$ cat config.mk
export PLATFORM = sky130hd
export DESIGN_NAME = day12_area_engine
export DESIGN_NICKNAME = d
export VERILOG_FILES = /design/src/rtl/day12_area_engine.sv
export SDC_FILE = /design/constraint.sdc
export NUM_CORES = 1
export LEC_CHECK = 0
export CELL_PAD_IN_SITES_DETAIL_PLACEMENT = 0
export CELL_PAD_IN_SITES_GLOBAL_PLACEMENT = 2
export CORE_MARGIN = 2
export CORE_UTILIZATION = 41
export DETAILED_ROUTE_END_ITERATION = 16
export GPL_TIMING_DRIVEN = 0
export PLACE_DENSITY = 0.89
export SLEW_MARGIN = 20
export SYNTH_ARGS = -nofsm -noshare
export SYNTH_HDL_FRONTEND = slang
export SYNTH_SLANG_ARGS = --single-unit
$ cat constraint.sdc
create_clock -name clk -period 10.8 [get_ports clk]
set_input_delay 2.16 -clock clk [delete_from_list [all_inputs] [get_ports clk]]
set_output_delay 2.16 -clock clk [all_outputs]
set_load 0.005 [all_outputs]
$ cat src/rtl/day12_area_engine.sv
// Streaming region-fit engine: loads a shape-area table, then counts regions whose total demanded area fits in width*height.
// Optional macro DAY12_BBOX_COUNT_EN adds a 3x3 bounding-box fit count emitted as a second result word.
module day12_area_engine #(
   parameter int unsigned NUM_SHAPES = 6,
   parameter int unsigned DIM_W      = 16,
   parameter int unsigned AREA_W     = 8
) (
   input  logic                 clk,
   input  logic                 rst_n,
   input  logic                 in_valid,
   input  logic [2*DIM_W-1:0]   in_data,
   output logic                 in_ready,
   output logic                 out_valid,
   output logic [2*DIM_W-1:0]   out_data,
   input  logic                 out_ready
);

   localparam int unsigned W2    = 2 * DIM_W;
   localparam int unsigned DEM_W = 2 * DIM_W + AREA_W + 4;
   localparam int unsigned IDX_W = (NUM_SHAPES > 1) ? $clog2(NUM_SHAPES) : 1;
   localparam logic [IDX_W-1:0] IDX_LAST = IDX_W'(NUM_SHAPES - 1);

`ifdef DAY12_BBOX_COUNT_EN
   localparam int unsigned SUM_W = DIM_W + 4;
   typedef enum logic [2:0] {SHAPES, RCOUNT, RDIM, RCNTS, CMP, OUT, OUT_BBOX} state_e;
`else
   typedef enum logic [2:0] {SHAPES, RCOUNT, RDIM, RCNTS, CMP, OUT} state_e;
`endif

   state_e              state_q, state_d;
   logic [IDX_W-1:0]    idx_q, idx_d;
   logic [AREA_W-1:0]   shape_q [NUM_SHAPES];
   logic [AREA_W-1:0]   shape_d [NUM_SHAPES];
   logic [W2-1:0]       rem_q, rem_d;
   logic [W2-1:0]       fit_q, fit_d;
   logic [DEM_W-1:0]    dem_q, dem_d;
   logic [DIM_W-1:0]    w_q, w_d;
   logic [DIM_W-1:0]    h_q, h_d;
   logic                in_ready_q, in_ready_d;
   logic                out_valid_q, out_valid_d;
   logic [W2-1:0]       out_data_q, out_data_d;
   logic                xfer_c;
   logic [W2-1:0]       region_area_c;
   logic                fits_c;
`ifdef DAY12_BBOX_COUNT_EN
   logic [SUM_W-1:0]    sum_q, sum_d;
   logic [W2-1:0]       bbox_q, bbox_d;
   logic [W2-1:0]       bbox_area_c;
   logic                bbox_fits_c;
`endif

   assign in_ready  = in_ready_q;
   assign out_valid = out_valid_q;
   assign out_data  = out_data_q;

   assign xfer_c        = in_valid && in_ready_q;
   assign region_area_c = W2'(w_q) * W2'(h_q);
   assign fits_c        = (dem_q <= DEM_W'(region_area_c));
`ifdef DAY12_BBOX_COUNT_EN
   assign bbox_area_c   = W2'(w_q / DIM_W'(3)) * W2'(h_q / DIM_W'(3));
   assign bbox_fits_c   = (bbox_area_c >= W2'(sum_q));
`endif

   // State and datapath registers
   always_ff @(posedge clk or negedge rst_n) begin
      if (!rst_n) begin
         state_q     <= SHAPES;
         idx_q       <= '0;
         for (int k = 0; k < NUM_SHAPES; k++) shape_q[k] <= '0;
         rem_q       <= '0;
         fit_q       <= '0;
         dem_q       <= '0;
         w_q         <= '0;
         h_q         <= '0;
         in_ready_q  <= 1'b1;
         out_valid_q <= 1'b0;
         out_data_q  <= '0;
`ifdef DAY12_BBOX_COUNT_EN
         sum_q       <= '0;
         bbox_q      <= '0;
`endif
      end else begin
         state_q     <= state_d;
         idx_q       <= idx_d;
         for (int k = 0; k < NUM_SHAPES; k++) shape_q[k] <= shape_d[k];
         rem_q       <= rem_d;
         fit_q       <= fit_d;
         dem_q       <= dem_d;
         w_q         <= w_d;
         h_q         <= h_d;
         in_ready_q  <= in_ready_d;
         out_valid_q <= out_valid_d;
         out_data_q  <= out_data_d;
`ifdef DAY12_BBOX_COUNT_EN
         sum_q       <= sum_d;
         bbox_q      <= bbox_d;
`endif
      end
   end

   // Next-state and registered-output logic
   always_comb begin
      state_d     = state_q;
      idx_d       = idx_q;
      shape_d     = shape_q;
      rem_d       = rem_q;
      fit_d       = fit_q;
      dem_d       = dem_q;
      w_d         = w_q;
      h_d         = h_q;
      out_valid_d = out_valid_q;
      out_data_d  = out_data_q;
`ifdef DAY12_BBOX_COUNT_EN
      sum_d       = sum_q;
      bbox_d      = bbox_q;
`endif

      case (state_q)
         SHAPES: begin
            if (xfer_c) begin
               shape_d[idx_q] = in_data[AREA_W-1:0];
               if (idx_q == IDX_LAST) begin
                  idx_d   = '0;
                  state_d = RCOUNT;
               end else begin
                  idx_d = idx_q + IDX_W'(1);
               end
            end
         end
         RCOUNT: begin
            if (xfer_c) begin
               rem_d = in_data;
               fit_d = '0;
`ifdef DAY12_BBOX_COUNT_EN
               bbox_d = '0;
`endif
               if (in_data != '0) begin
                  state_d = RDIM;
               end else begin
                  state_d     = OUT;
                  out_valid_d = 1'b1;
                  out_data_d  = '0;
               end
            end
         end
         RDIM: begin
            if (xfer_c) begin
               w_d     = in_data[DIM_W-1:0];
               h_d     = in_data[2*DIM_W-1:DIM_W];
               dem_d   = '0;
               idx_d   = '0;
`ifdef DAY12_BBOX_COUNT_EN
               sum_d   = '0;
`endif
               state_d = RCNTS;
            end
         end
         RCNTS: begin
            if (xfer_c) begin
               dem_d = dem_q + DEM_W'(in_data[DIM_W-1:0]) * DEM_W'(shape_q[idx_q]);
`ifdef DAY12_BBOX_COUNT_EN
               sum_d = sum_q + SUM_W'(in_data[DIM_W-1:0]);
`endif
               if (idx_q == IDX_LAST) begin
                  idx_d   = '0;
                  state_d = CMP;
               end else begin
                  idx_d = idx_q + IDX_W'(1);
               end
            end
         end
         CMP: begin
            if (fits_c) fit_d = fit_q + W2'(1);
`ifdef DAY12_BBOX_COUNT_EN
            if (bbox_fits_c) bbox_d = bbox_q + W2'(1);
`endif
            rem_d = rem_q - W2'(1);
            if (rem_q == W2'(1)) begin
               state_d     = OUT;
               out_valid_d = 1'b1;
               out_data_d  = fit_d;
            end else begin
               state_d = RDIM;
            end
         end
         OUT: begin
            if (out_ready) begin
`ifdef DAY12_BBOX_COUNT_EN
               // First word accepted; present the bbox count next
               state_d    = OUT_BBOX;
               out_data_d = bbox_q;
`else
               state_d     = SHAPES;
               out_valid_d = 1'b0;
               out_data_d  = '0;
`endif
            end
         end
`ifdef DAY12_BBOX_COUNT_EN
         OUT_BBOX: begin
            if (out_ready) begin
               state_d     = SHAPES;
               out_valid_d = 1'b0;
               out_data_d  = '0;
            end
         end
`endif
         default: state_d = SHAPES;
      endcase

      in_ready_d = (state_d == SHAPES) || (state_d == RCOUNT) ||
                   (state_d == RDIM)   || (state_d == RCNTS);
   end

endmodule

==> impl_metrics.tcl <==
set metrics [dict create \
    synth_top_family_by_area "adder cells" \
    finish.utilization 0.4600 \
    setup_viol 0 \
    async_flop_share 1.000 \
    gr-usage-met2 0.3958 \
    cp_slowest_cell "fa_1" \
    grt_usage 0.2398 \
    wl_per_cell_um 20.13 \
    vias 20140 \
    finClkSkew_ns 0.03566 \
    use_met3 0.01802 \
    setup.worst_path.end_class "flip-flop" \
    clockBufferDepth 3 \
    fp.dieH_um 250.8 \
    ctsHoldBuffers 0 \
    crit_type "flip-flop to flip-flop" \
    port_buffers 69 \
    synth_common_cells "443 x nand2_1, 403 x inv_1, 300 x fa_1" \
    grt_max_degree 71 \
    outcome "finished, final reports clean" \
    grt_pass1_wl_um 119000 \
    path_common_cell "fa_1" \
    vias_per_cell 5.514 \
    grtUsageMet1 0.3439 \
    cts_inserted_buffers 27 \
    pin_count 70 \
    synth_mux_area_frac 0.03453 \
    synth_nets 3273 \
    syn_inst 2749 \
    yosysWarnings 0 \
    initial_core_util 0.4144 \
    postRouteAntennaNets 0 \
    grt.overflow.total 0 \
    ys_seq_area_frac 0.2286 \
    synth_area_um2 24960 \
    root_buffer "clkbuf_16" \
    wl_um 73520 \
    drive_above_1_share 0.05505 \
    critPathMaxStageDelay_ns 0.58 \
    synthSimpleGateAreaFrac 0.1750 \
    startpoint_type "flip-flop" \
    hold_class "flip-flop to flip-flop" \
    grt_busiest_layer "met2" \
    fin_crit_ns 10.20 \
    synth_area_leaders "fa_1 24%, dfrtp_1 23%, ha_1 9.4%" \
    cts_tree "yes" \
    worstPathArrival_ns 10.60 \
    dr.pass1.iters 6 \
    drv_slew 0 \
    antenna_found_initial 1 \
    worstMarginPinSlew_ns 1.130 \
    cts_sinks 228 \
    yosysMostFrequentCell "nand2_1" \
    maxCapViolCount 0 \
    synth_xor_area_frac 0.02772 \
    cp_max_fo 10 \
    fin_cells 3653 \
    place_hpwl_um 58260 \
    dp.cells 3603 \
    dieArea_um2 62880 \
    core_um2 60250 \
    syn2layout_area_growth_pct 11.01 \
    synth_compound_area_frac 0.1168 \
    worstHoldPathCells 2 \
    synth_edf_count 0 \
    cts_max_level 1 \
    fin_nets 3376 \
    yosys.area.top_type "fa_1" \
    clk_latency_ns 0.57 \
    drtIter0Drc 1377 \
    syn_avg_cell_area_um2 9.081 \
    ys_seq_elements 228 \
    cts.clk_slew.worst_paths_ns 0.06 \
    maxSlewHeadroom 0.2465 \
    hold_ws_ns 0.4835 \
    rsz0062_at_grt "no" \
    die_x_um 250.8 \
    reg2regPathDepth 30 \
    rows 90 \
    required_ns 11.20 \
    remaining_drc_errors 0 \
    final_hold_viol_count 0 \
    first_global_vias 20910 \
    place.gp.congestion 0.9386 \
    nFillCells 5858 \
    ys_types 80 \
    yosysTopAreaCellShare 0.2406 \
    synth_flop_cell "dfrtp_1" \
    finalCritPeriodShare 0.9448 \
    fmax_ghz 0.09801 \
    synth_fa_ha_area_frac 0.3348 \
]
[layout make-up]
type	instances	area, um2	share of cell area
Buffer	133	544.3	0.01964
Timing Repair Buffer	74	805.8	0.02908
Clock buffer	41	818.3	0.02953
Multi-Input combinational cell	1984	17220	0.6215
Antenna cell	1	2.502	0.00009030
Tap cell	782	978.4	0.03531
Sequential cell	228	5707	0.2059
Clock inverter	6	117.6	0.004244
Inverter	404	1516	0.05472
[cell usage in the layout (no fill, tap or decap), types with 10 or more instances in the layout]
master / n
nand2_1: 443
inv_1: 403
fa_1: 300
dfrtp_1: 227
ha_1: 188
and2_1: 132
clkbuf_1: 120
a21oi_1: 88
o21ai_0: 85
nor2_1: 78
clkdlybuf4s50_1: 68
nor2b_1: 53
nand3_1: 50
mux2_2: 49
a21o_1: 47
xor2_1: 42
xnor2_1: 37
o31ai_1: 30
a31oi_1: 29
clkbuf_16: 27
o211ai_1: 26
nor3_1: 24
nor4_1: 22
nand4_1: 22
o2111ai_1: 19
and3_1: 18
or3_1: 18
mux2i_1: 13
a41oi_1: 12
nand2b_1: 11
or4_1: 11
o22ai_1: 11
a211oi_1: 10
[state kept, by name, indices dropped and copies added (netlist names)]
name and count:
out_data 32, w_q 16, rem_q 32, out_valid 1, dem_q 44, in_ready 1, idx_q 3, h_q 16
state_q 3, shape_q 48, fit_q 32
[metrics by stage]
stage	cell area (um2)	setup slack (ns)	TNS, ns
floorplan	24960	2.643	0
global placement	26630	-2.417	-541.97
detailed placement	26730	0.1433	0
CTS	27660	0.1166	0
global route	27710	0.01531	0
finish	27710	0.5967	0
[final timing paths]
kind | from | to | slack [ns]
max | h_q[9]$_DFFE_PN0P_ | fit_q[26]$_DFFE_PN0P_ | 0.60
min | out_data[29]$_DFFE_PN0P_ | out_data[29]$_DFFE_PN0P_ | 0.48
max reg2reg | h_q[9]$_DFFE_PN0P_ | fit_q[26]$_DFFE_PN0P_ | 0.60
min reg2reg | out_data[29]$_DFFE_PN0P_ | out_data[29]$_DFFE_PN0P_ | 0.48
max in group asynchronous | rst_n | h_q[6]$_DFFE_PN0P_ | 8.54
min in group asynchronous | rst_n | h_q[15]$_DFFE_PN0P_ | 1.53
[worst max-delay path, delay by kind of cell, from the launching register on]
family | cells | cell delay, ns
AOI/OAI and AO/OA | 9 | 2.55
adders and majority gates | 8 | 3.96
buffers and inverters | 9 | 2.03
DFF | 1 | 0.32
and+or+nand+nor | 4 | 1.18
[layer usage]
| layer | wire, um | vias up |
|---|---|---|
| li1 | - | 9221 |
| met1 | 33310 | 10240 |
| met2 | 34700 | 584 |
| met3 | 3752 | 99 |
| met4 | 1764 | 0 |
| met5 | 0 | - |
[timing repair]
action / CTS / global route
setup buffers: 0 / 2
endpoints found under the setup margin: 0 / 64
resized for setup: 0 / 2
[kinds of logic after synthesis]
logic type,Yosys count
compound gates,435
mux,70
fa+ha+maj,488
xor+xnor,79
buf+inv,537
flops,228
simple gates,912
Power is left out: the tool's default activity adds up to more than one toggle a clock period on the data nets, which glitch-free logic cannot reach.
